==> config.mk <==
export PLATFORM = sky130hd
export DESIGN_NAME = pipeline_hazard_unit
export DESIGN_NICKNAME = d
export VERILOG_FILES = /design/src/rtl/pipeline_hazard_unit.sv
export SDC_FILE = /design/constraint.sdc
export NUM_CORES = 1
export LEC_CHECK = 0
export BUFFER_PORTS_ARGS = -buffer_cell sky130_fd_sc_hd__buf_2
export CORE_ASPECT_RATIO = 1.2
export CORE_MARGIN = 5
export CORE_UTILIZATION = 45
export DETAILED_ROUTE_END_ITERATION = 16
export PLACE_DENSITY = 0.69
export SYNTH_ARGS = -nofsm -noshare
export SYNTH_HDL_FRONTEND = slang
export SYNTH_SLANG_ARGS = --single-unit
==> constraint.sdc <==
create_clock -name i_clk -period 3.05 [get_ports i_clk]
set_clock_uncertainty 0.1 [all_clocks]
set_input_delay 0.305 -clock i_clk [delete_from_list [all_inputs] [get_ports i_clk]]
set_output_delay 0.305 -clock i_clk [all_outputs]
set_load 0.05 [all_outputs]
==> src/rtl/pipeline_hazard_unit.sv <==
// Hazard/forwarding controller for the 5-stage pipeline: tracks in-flight writers ahead of ID,
// raises load-use stalls and branch flushes, and registers per-operand forwarding selects for EX.
module pipeline_hazard_unit #(
    parameter int REG_AW   = 5,
    parameter int DEPTH    = 3,
    parameter int LOAD_LAT = 2,
    parameter int BR_STAGE = 2,
    parameter int CNT_W    = 16,
    localparam int SEL_W   = $clog2(DEPTH + 1)
) (
    input  logic              i_clk,
    input  logic              i_rst,
    input  logic              i_id_valid,
    input  logic [REG_AW-1:0] i_id_rs,
    input  logic [REG_AW-1:0] i_id_rt,
    input  logic              i_id_rs_used,
    input  logic              i_id_rt_used,
    input  logic [REG_AW-1:0] i_id_dest,
    input  logic              i_id_regwrite,
    input  logic              i_id_memread,
    input  logic              i_branch_taken,
    output logic              o_stall,
    output logic              o_flush,
    output logic [SEL_W-1:0]  o_fwd_rs,
    output logic [SEL_W-1:0]  o_fwd_rt,
    output logic [CNT_W-1:0]  o_stall_count
);

    logic              r_valid    [1:DEPTH];
    logic [REG_AW-1:0] r_dest     [1:DEPTH];
    logic              r_regwrite [1:DEPTH];
    logic              r_memread  [1:DEPTH];

    logic [SEL_W-1:0]  r_fwd_rs;
    logic [SEL_W-1:0]  r_fwd_rt;
    logic [CNT_W-1:0]  r_stall_cnt;

    logic [SEL_W-1:0]  w_sel_rs;
    logic [SEL_W-1:0]  w_sel_rt;
    logic              w_haz_rs;
    logic              w_haz_rt;
    logic              w_stall;
    logic              w_enter;

    // Scan oldest to youngest so the smallest matching entry (youngest writer) wins.
    always_comb begin
        w_sel_rs = '0;
        w_sel_rt = '0;
        w_haz_rs = 1'b0;
        w_haz_rt = 1'b0;
        for (int k = DEPTH; k >= 1; k--) begin
            if (r_valid[k] && r_regwrite[k] && i_id_rs_used &&
                (i_id_rs != '0) && (r_dest[k] == i_id_rs)) begin
                w_sel_rs = SEL_W'(k);
                w_haz_rs = r_memread[k] && (k < LOAD_LAT);
            end
            if (r_valid[k] && r_regwrite[k] && i_id_rt_used &&
                (i_id_rt != '0) && (r_dest[k] == i_id_rt)) begin
                w_sel_rt = SEL_W'(k);
                w_haz_rt = r_memread[k] && (k < LOAD_LAT);
            end
        end
    end

    assign w_stall       = i_id_valid & (w_haz_rs | w_haz_rt) & ~i_branch_taken;
    assign w_enter       = i_id_valid & ~w_stall & ~i_branch_taken;
    assign o_stall       = w_stall;
    assign o_flush       = i_branch_taken;
    assign o_fwd_rs      = r_fwd_rs;
    assign o_fwd_rt      = r_fwd_rt;
    assign o_stall_count = r_stall_cnt;

    always_ff @(posedge i_clk or posedge i_rst) begin
        if (i_rst) begin
            r_valid[1]    <= 1'b0;
            r_dest[1]     <= '0;
            r_regwrite[1] <= 1'b0;
            r_memread[1]  <= 1'b0;
        end else begin
            r_valid[1]    <= w_enter;
            r_dest[1]     <= i_id_dest;
            r_regwrite[1] <= i_id_regwrite;
            r_memread[1]  <= i_id_memread;
        end
    end

    genvar gi;
    generate
        for (gi = 2; gi <= DEPTH; gi++) begin : g_shift
            logic w_kill;
            // Entries younger than the resolving branch are wrong-path and die on a taken branch.
            if (gi < BR_STAGE) begin : g_wrong_path
                assign w_kill = i_branch_taken;
            end else begin : g_keep
                assign w_kill = 1'b0;
            end

            always_ff @(posedge i_clk or posedge i_rst) begin
                if (i_rst) begin
                    r_valid[gi]    <= 1'b0;
                    r_dest[gi]     <= '0;
                    r_regwrite[gi] <= 1'b0;
                    r_memread[gi]  <= 1'b0;
                end else begin
                    r_valid[gi]    <= r_valid[gi-1] & ~w_kill;
                    r_dest[gi]     <= r_dest[gi-1];
                    r_regwrite[gi] <= r_regwrite[gi-1];
                    r_memread[gi]  <= r_memread[gi-1];
                end
            end
        end
    endgenerate

    always_ff @(posedge i_clk or posedge i_rst) begin
        if (i_rst) begin
            r_fwd_rs <= '0;
            r_fwd_rt <= '0;
        end else if (w_enter) begin
            r_fwd_rs <= w_sel_rs;
            r_fwd_rt <= w_sel_rt;
        end else begin
            r_fwd_rs <= '0;
            r_fwd_rt <= '0;
        end
    end

    always_ff @(posedge i_clk or posedge i_rst) begin
        if (i_rst) begin
            r_stall_cnt <= '0;
        end else if (w_stall && (r_stall_cnt != {CNT_W{1'b1}})) begin
            r_stall_cnt <= r_stall_cnt + CNT_W'(1);
        end
    end

endmodule

* Yosys cells after proc, flatten, opt, wreduce, memory -nomap -nowiden
Cells that the tools add are included.
Operators by class: bitwise gates (word level) 7, add/subtract/negate cells 1, reduce and logical (&&, ||, !) cells 24, multiplexer cells 10, equality and inequality tests 7
Operators with widths (number):
- 5-bit equality test | 6
- 1-bit logical AND | 22
- 16-bit by 1-bit adder with 16-bit output, second input constant | 1
- 2-bit 2-to-1 mux | 8
- 16-bit inequality test, second input constant | 1
- 5-bit nonzero test | 2
- 1-bit bitwise AND | 4
- 1-bit 2-to-1 mux | 2
- 1-bit inverter | 2
- 1-bit bitwise OR | 1
Word-level totals: flip-flop bits (word level) 42, output and inout port bits 22, input bits 23

* Depth between registers and ports, before layout
depth in word-level cells 12, gate-level depth with buffers 7

* Worst setup path after synthesis
Ideal clock, no wire load.
path kind register -> register, start point reg r_stall_cnt[0], in the netlist o_stall_count[0], end point reg r_stall_cnt[1], in the netlist o_stall_count[1], stages on the path, launching flop included 7, path buffers 1, data arrival time 1.979 ns, path slack 0.843 ns, cells stage by stage dfrtp_1 ha_1 and3_2 a31oi_1 o21ai_4 buf_6 mux2_1
On the way: cells in the longest elaborated chain, start to end 2, elaborated cells between the ends (all ways) 3, classes of those cells 1 x add/sub; 1 x eq/ne; 1 x reduce/logical
RTL lines:
- from (decl) | RTL line 36 | logic [CNT_W-1:0] r_stall_cnt;
- from (signal assigned) | RTL line 131 | r_stall_cnt <= r_stall_cnt + CNT_W'(1);
- branches (longest 2 deep; another with 16-bit by 1-bit adder with 16-bit output)
Parallel ways; which one is timed is not known. A chain may end at the register's enable or synchronous reset.

* Final worst setup path
start point reg r_dest[11] in the netlist's numbering, end point out o_stall
On the way: cells in the longest elaborated chain, start to end 6, elaborated cells between the ends (all ways) 9, classes of those cells 2 x eq/ne; 2 x mux; 3 x bitwise; 2 x reduce/logical
RTL lines:
- from (decl) | RTL line 30 | logic [REG_AW-1:0] r_dest [1:DEPTH];
- 5-bit equality test (on tied branches) | RTL line 53, 58
- 1-bit logical AND (on tied branches) | RTL line 53, 58
- 1-bit 2-to-1 mux (on tied branches) | RTL line 52, 57
- 1-bit bitwise OR (*) | RTL line 65 | assign w_stall = i_id_valid & (w_haz_rs | w_haz_rt) & ~i_branch_taken;
- 1-bit bitwise AND (*) (2 in a row) | RTL line 65
- to (decl) | RTL line 22 | output logic o_stall,
Mark *: on every way between the ends. The rest lies on a longest branch, timed or not.

==> flow_summary.ini <==
[cts]
hold_buffers = 0
worstSkewPairLatency_ps = 290
postCtsSetupBuffers = 0
cts_tree = done
cts-root-buf = clkbuf_8
h-tree-depth = 2
clock_path_buffers = 2
cts_made_buffers = 5
cts.clk_slew.worst_paths_ps = 70
ctsResizeCount = 0
cts.sinks = 42

[run_status]
failed_checks = negative hold slack
status = finished, violations left

[setup_path]
cp_max_fo = 5
path_cells = xnor2_1 -> nand4_1 -> nor4_2 -> or2_1 -> and2_2 -> buf_2
cpPeakStageDelay_ps = 520
crit_path_end_kind = primary output
crit_start = r_dest[11]
r2r-start = o_stall_count[0]
start_kind = register
slowest_stage = nor4_2
critPathKind = register to primary output
cp.arrival_ps = 2230
cp.required_ps = 2640

[pwr]
seq_power_share_pct = 56.7
combinationalPowerShare_pct = 9.1
power_mw = 1.03
p_per_area_nw_per_um2 = 445
p_int_uw = 796
total_leakage_power_nw = 1.13
vdd_drop_max_v = 0.000280
clkPwrFrac_pct = 34.2
power_switching_uw = 239
p_sw_share_pct = 23.1

[floorplanning]
die_w_um = 70.2
core_um2 = 4230
die_height_um = 82.2
io_pins = 45
initial_core_util_pct = 46.2
std_cell_rows = 26
die-area_um2 = 5770

[synthesis]
ys_warn_count = 0
avgSynthCellArea_um2 = 11.9
syn_area_um2 = 1960
synthCells = 164
synth_nets = 188
ys_seq_elements = 42
ys_types = 36
synth-seq-area-share_pct = 53.7

[detailed_routing]
route.detailed.wl_per_inst_um = 14.3
dr.pass1.iters = 4
drc_errors = 0
drt_wl_total_um = 3890
ant_nets = 0
avgViaCountPerCell = 5.03
drt_iter0_markers = 54
vias = 1362

[place]
dp.final_hpwl_um = 2990
io_buffers = 44
gp_congestion = 0.906

[global_route]
gr-total-overflow = 0
grt_max_degree = 26
track_usage_pct = 14.5
antenna_found_initial = 0
grt_pass1_vias = 1371
grt_pass1_wl_um = 6550

[sta]
period_share_pct = 86.4
hold-worst-slack_ps = -6.77
max_slew_margin_pct = 57.0
fmax_mhz = 379
tns_ps = 0
worst_slew_pin_slew_ps = 645
fin_crit_ps = 2640
final_max_slew_viol_count = 0
setup_viol = 0
hold_viol = 8
rsz0062_at_grt = false

[cells_and_area]
final_nets = 238
drive_gt1_share_pct = 29.3
final_core_util_pct = 55.0
diodes = 0
syn2layout_area_growth_pct = 18.9

[worst_hold_path]
hp-class = input port to async pin

[flow_run]
drv_cap = 0
==> critical path, delay by kind of cell, from the launching register on <==
family / cells / cell delay, ps
and+or+nand+nor: 4 / 1080
DFF: 1 / 430
buffers and inverters: 1 / 250
xor gates and xnor gates: 1 / 180
==> cells in the final DEF, fill, tap and decap left out, types with 3 or more instances in the layout <==
cell type	n
and3_1	3
dfrtp_1	42
inv_1	4
buf_2	44
xor2_1	17
nand3_1	3
clkbuf_8	6
nor2_1	10
nand2_1	7
nand4_1	12
nor3_1	5
xnor2_1	26
==> per-stage QoR <==
stage	hold slack, ps	std cells	setup slack, ps	instance area, um^2
6_report	-6.77	271	414	2330
5_1_grt	5.38	271	255	2330
3_5_place_dp	260	263	708	2230
3_3_place_gp	259	263	734	2230
4_1_cts	8.88	271	417	2330
2_1_floorplan	236	164	843	1960
==> worst paths after layout <==
check | end | slack [ps] | depth (start not counted)
worst max-delay path | o_stall | 410 | 6
worst min-delay path | r_dest[10] | -7 | 2
worst max register to register | o_stall_count[15] | 870 | 6
worst min register to register | r_regwrite[0] | 280 | 0
max in group asynchronous | o_stall_count[9] | 2090 | 3
min in group i_clk | r_dest[13] | 20 | 1
==> kinds of logic after synthesis <==
logic type	share of synthesized area, %
adder cells (fa/ha/maj)	0.640
buffers and inverters	1.73
AND/OR/NAND/NOR	19.8
flip-flops	53.7
AO/OA/AOI/OAI	3.20
XOR/XNOR	19.3
multiplexers	1.66
==> sequential cells by signal, indices dropped and copies added, names as in the netlist <==
| name | cells |
|---|---|
| o_fwd_rs | 2 |
| o_fwd_rt | 2 |
| o_stall_count | 16 |
| r_dest | 15 |
| r_memread | 1 |
| r_regwrite | 3 |
| r_valid | 3 |
==> cells in the mapped netlist <==
| cell type | count | share of area (%) |
|---|---|---|
| nand4_1 | 12 | 3.8 |
| nor3_2 | 2 | 1.0 |
| and3_1 | 3 | 0.96 |
| a21oi_1 | 2 | 0.51 |
| and4_1 | 2 | 0.90 |
| nand3_1 | 3 | 0.77 |
| or2_1 | 1 | 0.32 |
| and3_2 | 1 | 0.38 |
| or4_2 | 1 | 0.45 |
| ha_1 | 1 | 0.64 |
| nor4_1 | 2 | 0.64 |
| nor4_2 | 1 | 0.64 |
| dfrtp_1 | 42 | 54 |
| xor2_1 | 17 | 7.6 |
| or4_4 | 1 | 0.58 |
| inv_1 | 4 | 0.77 |
| xnor2_1 | 26 | 12 |
| o21ai_4 | 2 | 1.7 |
| nor2b_1 | 2 | 0.64 |
| nand2_1 | 7 | 1.3 |
| o21ai_0 | 1 | 0.26 |
| or4_1 | 2 | 0.77 |
| buf_6 | 1 | 0.58 |
| and2_2 | 1 | 0.38 |
| a31oi_1 | 1 | 0.32 |
| and2_1 | 1 | 0.32 |
| nand2b_1 | 1 | 0.32 |
| and3b_1 | 1 | 0.45 |
| o21ai_2 | 1 | 0.45 |
| mux2_1 | 2 | 1.2 |
| mux2i_1 | 1 | 0.51 |
| nand3b_1 | 2 | 0.77 |
| nor3_1 | 5 | 1.3 |
| buf_4 | 1 | 0.38 |
| nor2_1 | 10 | 1.9 |
| nor4_4 | 1 | 1.1 |
==> layout make-up <==
cell class                      count  area (um^2)
Multi-Input combinational cell    116          871
Sequential cell                    42         1050
Clock inverter                      1         5.00
Inverter                            4         15.0
Clock buffer                        7         86.3
Tap cell                           56         70.1
Timing Repair Buffer               45          228
Fill cell                         397         1900
==> power by group through the flow <==
stage                     Sequential, mW  Combinational, mW  Clock [mW]
after global placement             0.597             0.0939           0
after global routing               0.589              0.103       0.393
final                              0.586             0.0941       0.354
after floorplan                    0.596             0.0563           0
after detailed placement           0.598             0.0950           0
after CTS                          0.587             0.0953       0.372
==> metal layers <==
layer | GRT usage, % | wire length [um] | share of wire (%)
met2 | 23.0 | 1930 | 50
met3 | 3.51 | 176 | 4.5
met4 | 5.94 | 41 | 1.1
met1 | 19.2 | 1740 | 45
met5 | 0 | 0 | 0
Note: power is estimated with default switching activity, not from simulation.
